$ cat config.mk
export PLATFORM = sky130hd
export DESIGN_NAME = boot_copier
export DESIGN_NICKNAME = d
export VERILOG_FILES = /design/src/rtl/boot_copier.sv
export SDC_FILE = /design/constraint.sdc
export NUM_CORES = 1
export LEC_CHECK = 0
export CAP_MARGIN = 20
export CORE_MARGIN = 10
export CORE_UTILIZATION = 45
export DETAILED_ROUTE_END_ITERATION = 10
export HOLD_SLACK_MARGIN = 0.15
export PLACE_DENSITY = 0.83
export RECOVER_POWER = 25
export SETUP_SLACK_MARGIN = 0.05
export SYNTH_ARGS = -nofsm -noshare
export SYNTH_HDL_FRONTEND = slang
export SYNTH_SLANG_ARGS = --single-unit
$ cat constraint.sdc
create_clock -name clk -period 8.49 [get_ports clk]
set_clock_uncertainty 0.1 [all_clocks]
set_input_delay 1.698 -clock clk [delete_from_list [all_inputs] [get_ports clk]]
set_output_delay 1.698 -clock clk [all_outputs]
set_load 0.01 [all_outputs]
$ cat src/rtl/boot_copier.sv
// boot_copier: copies WORDS boot-ROM words into BANKS interleaved RAM banks,
// optionally read-back verifies them, then releases the core via boot.
module boot_copier #(
    parameter int WORDS  = 512,
    parameter int ROM_AW = 9,
    parameter int RAM_AW = 14,
    parameter int BANKS  = 2,
    parameter int BASE   = 0,
    parameter int VERIFY = 1
) (
    input  logic                  clk,
    input  logic                  resetb,
    input  logic                  reboot_req,
    output logic [ROM_AW-1:0]     rom_addr,
    input  logic [31:0]           rom_data,
    output logic [RAM_AW-1:0]     ram_addr,
    output logic [31:0]           ram_di,
    output logic [BANKS-1:0]      ram_we,
    input  logic [32*BANKS-1:0]   ram_do,
    output logic                  boot,
    output logic                  busy,
    output logic                  error,
    output logic [ROM_AW-1:0]     fail_index,
    output logic [31:0]           checksum
);
    localparam int IW = ROM_AW + 1;
    localparam int BW = $clog2(BANKS);

    typedef enum logic [2:0] {S_PRIME, S_COPY, S_VPRIME, S_VERIFY, S_DONE, S_FAIL} state_t;

    state_t          state, state_n;
    logic [IW-1:0]   idx, idx_nx, sel_q;
    logic            last, mismatch, restart;

    assign idx_nx   = idx + IW'(1);
    assign last     = idx == IW'(WORDS - 1);
    // sel_q holds the bank of the address issued last cycle, matching ram_do latency
    assign mismatch = state == S_VERIFY && rom_data != ram_do[32*sel_q +: 32];
    assign restart  = (state == S_DONE || state == S_FAIL) && reboot_req;

    always_ff @(posedge clk) begin
        if (!resetb)
            state <= S_PRIME;
        else
            state <= state_n;
    end

    always_comb begin
        state_n = state;
        case (state)
            S_PRIME:  state_n = S_COPY;
            S_COPY:   state_n = last ? (VERIFY != 0 ? S_VPRIME : S_DONE) : S_COPY;
            S_VPRIME: state_n = S_VERIFY;
            S_VERIFY: state_n = mismatch ? S_FAIL : last ? S_DONE : S_VERIFY;
            S_DONE:   state_n = reboot_req ? S_PRIME : S_DONE;
            S_FAIL:   state_n = reboot_req ? S_PRIME : S_FAIL;
            default:  state_n = S_PRIME;
        endcase
    end

    always_comb begin
        rom_addr = (state == S_COPY || state == S_VERIFY) ? ROM_AW'(idx_nx) : '0;
        ram_addr = state == S_COPY   ? RAM_AW'(BASE) + RAM_AW'(idx >> BW) :
                   state == S_VPRIME ? RAM_AW'(BASE) :
                   state == S_VERIFY ? RAM_AW'(BASE) + RAM_AW'(idx_nx >> BW) : '0;
        ram_di   = state == S_COPY ? rom_data : '0;
        ram_we   = state == S_COPY ? BANKS'(1) << (idx & IW'(BANKS - 1)) : '0;
        boot     = state == S_DONE;
        busy     = state == S_PRIME || state == S_COPY || state == S_VPRIME || state == S_VERIFY;
    end

    always_ff @(posedge clk) begin
        if (!resetb) begin
            idx        <= '0;
            sel_q      <= '0;
            checksum   <= '0;
            error      <= 1'b0;
            fail_index <= '0;
        end else begin
            idx   <= ((state == S_COPY || state == S_VERIFY) && !last) ? idx_nx : '0;
            sel_q <= state == S_VERIFY ? (idx_nx & IW'(BANKS - 1)) : '0;
            if (restart) begin
                checksum   <= '0;
                error      <= 1'b0;
                fail_index <= '0;
            end else begin
                if (state == S_COPY)
                    checksum <= checksum + rom_data;
                if (mismatch) begin
                    error      <= 1'b1;
                    fail_index <= idx[ROM_AW-1:0];
                end
            end
        end
    end
endmodule

==> key figures, run 1 <==
Global route
  • Pin count of the biggest net entering global routing: 36
  • GRT Total Usage: 22.1%
  • Overflow after GRT: 0
  • Number of global-route vias before repair: 5,254
  • Initial antenna violation count: 0
  • First-pass GRT wire length: ~27,000 um

Place
  • Port bufs: 194
  • Final GP Congestion: 0.953
  • Detailed Place HPWL: 14,500 um

Layout
  • Multi-input gate area: 3540 um2
  • Layout area overhead: 42.8%
  • Util after Layout: between 60% and 70%
  • Ant. Diodes: 0
  • Fillers: 907
  • # nets final: ~930
  • Register Area: roughly 1100 um2
  • Layout cells sized above 1: 3.49%
  • Leading cell types in the layout, fill and taps excluded: 168 x clkdlybuf4s50_1, 74 x nand2_1, 57 x a21oi_1
  • Commonest non-fill, non-tap cell in the layout: clkdlybuf4s50_1

Synth
  • Mean Syn Cell Area: 7.73 um2
  • Leading post-synthesis cells by cell area: dfxtp_1 23%, mux2i_1 8.6%, xnor2_1 8.5%
  • Post-synthesis sequential area ratio: 23.1%
  • Post-synth ARST share: 0%
  • Biggest area consumer among synthesized cells: dfxtp_1
  • Netlist cell types: 56
  • Seq cells post-synth: 56
  • Share of the synthesized area in the top cell type: between 20 and 25%
  • Synth warn: 0
  • Mapped Cells: around 630
  • Post-synth EDFFs: 0
  • Synth Flop Type: dfxtp_1
  • Post-synthesis cell area: about 4900 um2

Worst setup path
  • Critical R2R Launch: sel_q[0]$_SDFF_PN0_
  • CP arrival: 3.30 ns
  • CP endpoint: ram_addr[6]
  • CP max stage delay: 0.76 ns
  • Top delay family on crit path: simple AND/OR/NAND/NOR gates
  • Crit-path max FO: 35
  • CP Buf/Inv Count: 3
  • Setup Crit Path Kind: flop to output port
  • Most used cell along the critical path: nand2_1
  • Max stage delay cell, worst path: nor2_4
  • Critical path origin: state[2]$_SDFF_PN0_
  • Setup crit end kind: output port
  • CP startpoint kind: flop
  • R2R Path End: state[1]$_SDFF_PN0_
  • Reg2Reg Setup Slack: 5.21 ns
  • Worst reg2reg path depth: 9
  • Worst path cell trace: inv_1, nand2_1, nor2_4, buf_4, nand2_1, o21ai_0, clkdlybuf4s50_1
  • Crit path depth: 7
  • Worst path required time: 6.69 ns

Power and ir drop
  • Total power: 0.860 mW
  • Leakage power: 2.77 nW
  • Sw frac: 36.9%
  • Comb pwr share: 47.8%
  • Internal: 0.543 mW
  • Share of power burned in registers: a little over a third
  • Clock power frac: 17.0%
  • Max VDD drop: 0.0000620 V
  • Sw Pwr: 0.318 mW
  • Cell Pwr Density: ~120 nW/um2

Floorplanning
  • Die H: roughly 120 um
  • Core box area: ~10,000 um2
  • DIE WIDTH: 124 um
  • # rows: 37
  • Die footprint: approximately 15,000 um2
  • Top-Level Pins: 200
  • Initial Util: about 47%

STA
  • Fin Setup TNS: 0 ns
  • Setup violations, final: 0
  • Highest clock rate: 0.196 GHz
  • Hold slack: 0.352 ns
  • Final Max Slew Viols: 0
  • Slew Limit Headroom: between 30% and 40%
  • Actual slew at the worst max-slew pin: 0.909 ns
  • Final period util: about 60%
  • Final hold violation count: 0
  • Tmin final: 5.10 ns
  • RSZ-0062 raised after global routing: false

Routing
  • Vias: 5,220
  • Met3 routed WL: around 1900 um
  • Initial DRC count: 243
  • Routed vias/inst: between 5 and 6
  • WL met1: 7430 um
  • Final wirelength: around 18,000 um
  • Routed wl met2: 8510 um
  • DR DRC count: 0
  • Uppermost layer routed: met4
  • ANT nets after route: 0
  • Mean routed wirelength per cell: 19.3 um
  • First-pass DRT Iterations: 5

CTS
  • CTS tree: yes
  • Clk Latency, worst-skew pair: approximately 0.30 ns
  • Inserted Clock Buffers: 5
  • Clock root buffer: clkbuf_8
  • Post-CTS setup buffers: 0
  • H-Tree Depth: 2
  • CTS clk-pin slew, worst paths: roughly 0.1 ns
  • CTS max path bufs: 2
  • Cts hold-fix bufs: 0
  • Clock sink count: 56
  • Post-CTS resize count: 0

Flow run
  • Max cap viols: 0

Outcome
  • Status: complete, no violations

Min path
  • Hold Path Class: flop to flop
==> cells in the mapped netlist, drive strengths merged, types with 2 or more instances <==
master and count:
nand3b 3, or3 12, clkbuf 20, nor4 8, o21a 5, o21bai 4
and3 4, or4 2, nand2b 2, nand4 12, a21oi 58, a31oi 2
ha 32, xnor2 47, nor3 12, xor2 21, inv 11, a211oi 10
nor3b 3, o31ai 2, o21ai 29, dfxtp 56, nand3 20, o211ai 5
mux2i 42, nand2 74, a21o 16, buf 16, nor2 54, and2 36
==> final cells by class <==
type | instances | share of cell area [%]
multi-input combinational | 530 | 51.0
timing repair buffer | 198 | 28.6
sequential | 56 | 16.2
clock buffer | 5 | 0.992
inverter | 11 | 0.595
tap | 136 | 2.45
clock inverter | 2 | 0.180
==> tightest hold or removal path, cell delays in order, from the launching register on <==
cell     delay, ns
dfxtp_1       0.32
inv_1         0.04
a21oi_1       0.05
==> per-stage QoR <==
step / setup WS [ns] / instances / area [um2]
4_1_cts: 3.38 / 937 / 6920
5_1_grt: 3.13 / 938 / 6940
2_1_floorplan: 4.37 / 633 / 4880
6_report: 3.39 / 938 / 6940
3_5_place_dp: 3.59 / 930 / 6840
3_3_place_gp: 3.67 / 930 / 6840
==> kinds of logic (layout without fill, tap and decap cells) <==
logic type / Yosys count / count (layout) / share of synthesized area, %
adders and majority gates: 33 / 33 / 8.65
muxes: 42 / 42 / 8.65
xor gates and xnor gates: 68 / 68 / 12.3
other: 1 / 5 / 0.0771
AOI/OAI and AO/OA: 139 / 139 / 18.0
buffers and inverters: 47 / 216 / 4.58
DFF: 56 / 56 / 23.1
and+or+nand+nor: 243 / 243 / 24.7
==> how the worst min path moves through the flow <==
| stage | startpoint | depth (start not counted) | end | slack [ns] |
|---|---|---|---|---|
| floorplan | error$_SDFFE_PP0P_ | 2 | error$_SDFFE_PP0P_ | 0.37 |
| CTS | error$_SDFFE_PP0P_ | 2 | error$_SDFFE_PP0P_ | 0.36 |
| detailed placement | error$_SDFFE_PP0P_ | 2 | error$_SDFFE_PP0P_ | 0.34 |
| global placement | error$_SDFFE_PP0P_ | 2 | error$_SDFFE_PP0P_ | 0.34 |
| finish | error$_SDFFE_PP0P_ | 2 | error$_SDFFE_PP0P_ | 0.35 |
| global route | error$_SDFFE_PP0P_ | 2 | error$_SDFFE_PP0P_ | 0.38 |
==> power groups by stage <==
stage / Sequential [mW] / Clock (mW) / Combinational [mW]
finish: 0.303 / 0.146 / 0.411
global route: 0.306 / 0.159 / 0.447
CTS: 0.304 / 0.150 / 0.412
detailed placement: 0.310 / 0 / 0.409
global placement: 0.309 / 0 / 0.401
floorplan: 0.314 / 0 / 0.237
==> sequential cells by signal, summed over array words and instances, names as in the netlist <==
register    flops
checksum       32
error           1
fail_index      9
idx            10
sel_q           1
state           3
==> metal layers <==
metal  global-route usage (%)  vias up
met1                     26.3     2405
met5                        0        -
met4                     4.68        0
met2                     38.0      242
met3                     7.29       22
li1                         -     2551
Note: power is estimated with default switching activity, not from simulation.
==> run 2, diff against run 1 <==
--- a/config.mk
+++ b/config.mk
@@ -7,10 +7,10 @@
 export LEC_CHECK = 0
 export CAP_MARGIN = 20
 export CORE_MARGIN = 10
-export CORE_UTILIZATION = 45
+export CORE_UTILIZATION = 40
 export DETAILED_ROUTE_END_ITERATION = 10
 export HOLD_SLACK_MARGIN = 0.15
-export PLACE_DENSITY = 0.83
+export PLACE_DENSITY = 0.78
 export RECOVER_POWER = 25
 export SETUP_SLACK_MARGIN = 0.05
 export SYNTH_ARGS = -nofsm -noshare
==> constraint.sdc (replaced) <==
create_clock -name clk -period 4.6 [get_ports clk]
set_clock_uncertainty 0.1 [all_clocks]
set_input_delay 0.92 -clock clk [delete_from_list [all_inputs] [get_ports clk]]
set_output_delay 0.92 -clock clk [all_outputs]
set_load 0.01 [all_outputs]
==> run 2 against run 1 <==
  * Hold slack worse by 0.0028 ns
  * Via count is 1.3% higher
  * Sequential share of layout area is 0.27 points lower
  * Critical path depth is 5 higher
  * Utilization is 7.6 points lower
==> key figures, run 2 (synthesis gave the netlist of run 1 again) <==
Outcome
  • Status: complete, no violations

STA
  • Tmin final: 3.99 ns
  • Final hold violation count: 0
  • Setup violations, final: 0
  • Hold slack: 0.350 ns
  • Final Max Slew Viols: 0
  • Fin Setup TNS: 0 ns
  • RSZ-0062 raised after global routing: false
  • Highest clock rate: around 0.25 GHz
  • Fin worst setup slack: around 0.6 ns
  • Slew Limit Headroom: approximately 45%
  • Actual slew at the worst max-slew pin: a little over 0.8 ns
  • Final period util: 86.7%

Min path
  • Hold Path Class: flop to flop
  • WHS Path Cells: 2
  • Min-delay src: error$_SDFFE_PP0P_
  • Hold Path End: error$_SDFFE_PP0P_

Worst setup path
  • Worst reg2reg path depth: 10
  • Most used cell along the critical path: o21ai_1
  • Reg2Reg Setup Slack: 1.41 ns
  • CP startpoint kind: input pin
  • Crit-path max FO: 3
  • Setup crit end kind: flop
  • Worst path required time: 4.69 ns
  • Critical path origin: rom_data[0]
  • Setup Crit Path Kind: input pin to flop
  • Max stage delay cell, worst path: a2111oi_2
  • Top delay family on crit path: compound AO/OA/AOI/OAI gates
  • Critical R2R Launch: sel_q[0]$_SDFF_PN0_
  • Worst path cell trace: clkdlybuf4s50_1, ha_1, fa_1, a21o_1, a21oi_2, o21ai_1, a31oi_2, o31ai_2, a2111oi_2, o31a_1, xor2_1, o21ai_1
  • CP Buf/Inv Count: 1
  • Crit path depth: 12
  • R2R Path End: state[1]$_SDFF_PN0_
  • CP max stage delay: between 0.5 and 0.6 ns
  • CP arrival: 4.08 ns

Floorplanning
  • DIE WIDTH: 130 um
  • Die footprint: 17,000 um2
  • # rows: 40
  • Initial Util: between 40% and 50%
  • Die H: around 130 um
  • Core box area: 12,000 um2
  • Top-Level Pins: 200

CTS
  • CTS tree: yes
  • Clk Latency, worst-skew pair: between 0.2 and 0.3 ns
  • Post-CTS setup buffers: 0
  • Clock sink count: 56
  • Inserted Clock Buffers: 5
  • H-Tree Depth: 2
  • Clock root buffer: clkbuf_16
  • Cts hold-fix bufs: 0
  • Post-CTS resize count: 0
  • CTS clk-pin slew, worst paths: 0.08 ns
  • CTS max path bufs: 2

Global route
  • Number of global-route vias before repair: 5,265
  • Overflow after GRT: 0
  • GRT Total Usage: 20.8%
  • Pin count of the biggest net entering global routing: 65
  • Initial antenna violation count: 1
  • First-pass GRT wire length: about 28,000 um

Power and ir drop
  • Leakage power: between 2 and 3 nW
  • Cell Pwr Density: 251 nW/um2
  • Comb pwr share: 43.2%
  • Share of power burned in registers: between 30% and 40%
  • Sw Pwr: 0.611 mW
  • Clock power frac: between 20% and 30%
  • Internal: 1.16 mW
  • Max VDD drop: about 0.00023 V
  • Sw frac: roughly a third

Place
  • Placed inst area: 6870 um2
  • Place WS: between 0.3 and 0.4 ns
  • Final GP Congestion: 0.924
  • Port bufs: 194
  • Detailed Place HPWL: 14,800 um

Layout
  • Layout area overhead: 45.2%
  • Leading cell types in the layout, fill and taps excluded: 167 x clkdlybuf4s50_1, 74 x nand2_1, 57 x a21oi_1
  • Commonest non-fill, non-tap cell in the layout: clkdlybuf4s50_1
  • Final instance area: between 7000 and 8000 um2
  • # nets final: 935
  • Largest regs: checksum (32), idx (10), fail_index (9)
  • Biggest register: checksum
  • Ant. Diodes: 0
  • Number of flip-flops in the largest register: 32
  • Fillers: 1,079
  • Layout cells sized above 1: 3.73%

Flow run
  • Max cap viols: 0

Routing
  • Mean routed wirelength per cell: 19.4 um
  • First-pass DRT Iterations: 4
  • ANT nets after route: 0
  • DR DRC count: 0
  • Final wirelength: 18,400 um
  • Initial DRC count: 324
  • Vias: 5,288
  • Routed vias/inst: roughly 5.6
run 2: cell count changes in the layout (fill, tap and decap cells not counted):
cell,previous run,this run
clkbuf_16,0,5
inv_6,0,1
buf_8,0,1
bufinv_16,0,1
dlygate4sd3_1,26,27
clkinv_2,1,0
clkbuf_8,5,0
clkdlybuf4s50_1,168,167
run 2: worst reg2reg max path: stages (launching register included):
cell	delay, ns
dfxtp_2	0.84
buf_4	0.36
mux2i_1	0.30
xnor2_1	0.13
nor4_1	0.44
nand4_1	0.20
o21bai_2	0.14
buf_4	0.26
nand2_1	0.08
nand3_1	0.08
o2111a_1	0.20
run 2: worst max-delay path by stage:
| stage | end | slack [ns] |
|---|---|---|
| after floorplan | checksum[28]$_SDFFE_PP0N_ | 1.26 |
| after global placement | checksum[28]$_SDFFE_PP0N_ | 0.51 |
| after detailed placement | checksum[28]$_SDFFE_PP0N_ | 0.36 |
| after CTS | checksum[28]$_SDFFE_PP0N_ | 0.67 |
| after global routing | checksum[28]$_SDFFE_PP0N_ | 0.47 |
| final | checksum[28]$_SDFFE_PP0N_ | 0.61 |
run 2: area by class of cell:
| cell class | instances | area (um2) | area share [%] |
|---|---|---|---|
| sequential | 56 | 1120 | 15.9 |
| inverter | 11 | 41.3 | 0.585 |
| clock buffer | 5 | 125 | 1.77 |
| multi-input combinational | 530 | 3540 | 50.2 |
| timing repair buffer | 199 | 2000 | 28.3 |
| clock inverter | 3 | 46.3 | 0.656 |
| tap | 147 | 184 | 2.61 |
run 2: layer usage:
metal	global-route usage, %	up-vias	routed length [um]
li1	-	2555	-
met1	24.6	2440	7360
met2	36.1	256	8650
met3	6.33	35	2040
met4	4.76	2	362
met5	0	-	19
run 2: per-stage QoR:
| stage | total power, mW | util, % | cells |
|---|---|---|---|
| 2_1_floorplan | 1.02 | - | 633 |
| 3_3_place_gp | 1.31 | 57.4 | 942 |
| 3_5_place_dp | 1.33 | 57.4 | 942 |
| 4_1_cts | 1.78 | 58.9 | 950 |
| 5_1_grt | 1.87 | 59.0 | 951 |
| 6_report | 1.77 | 59.0 | 951 |
run 2: power by group through the flow:
stage	logic [mW]	clock network (mW)	registers, mW
after floorplan	0.438	0	0.579
final	0.763	0.445	0.560
after CTS	0.764	0.453	0.560
after global placement	0.744	0	0.570
after global routing	0.834	0.471	0.566
after detailed placement	0.759	0	0.571
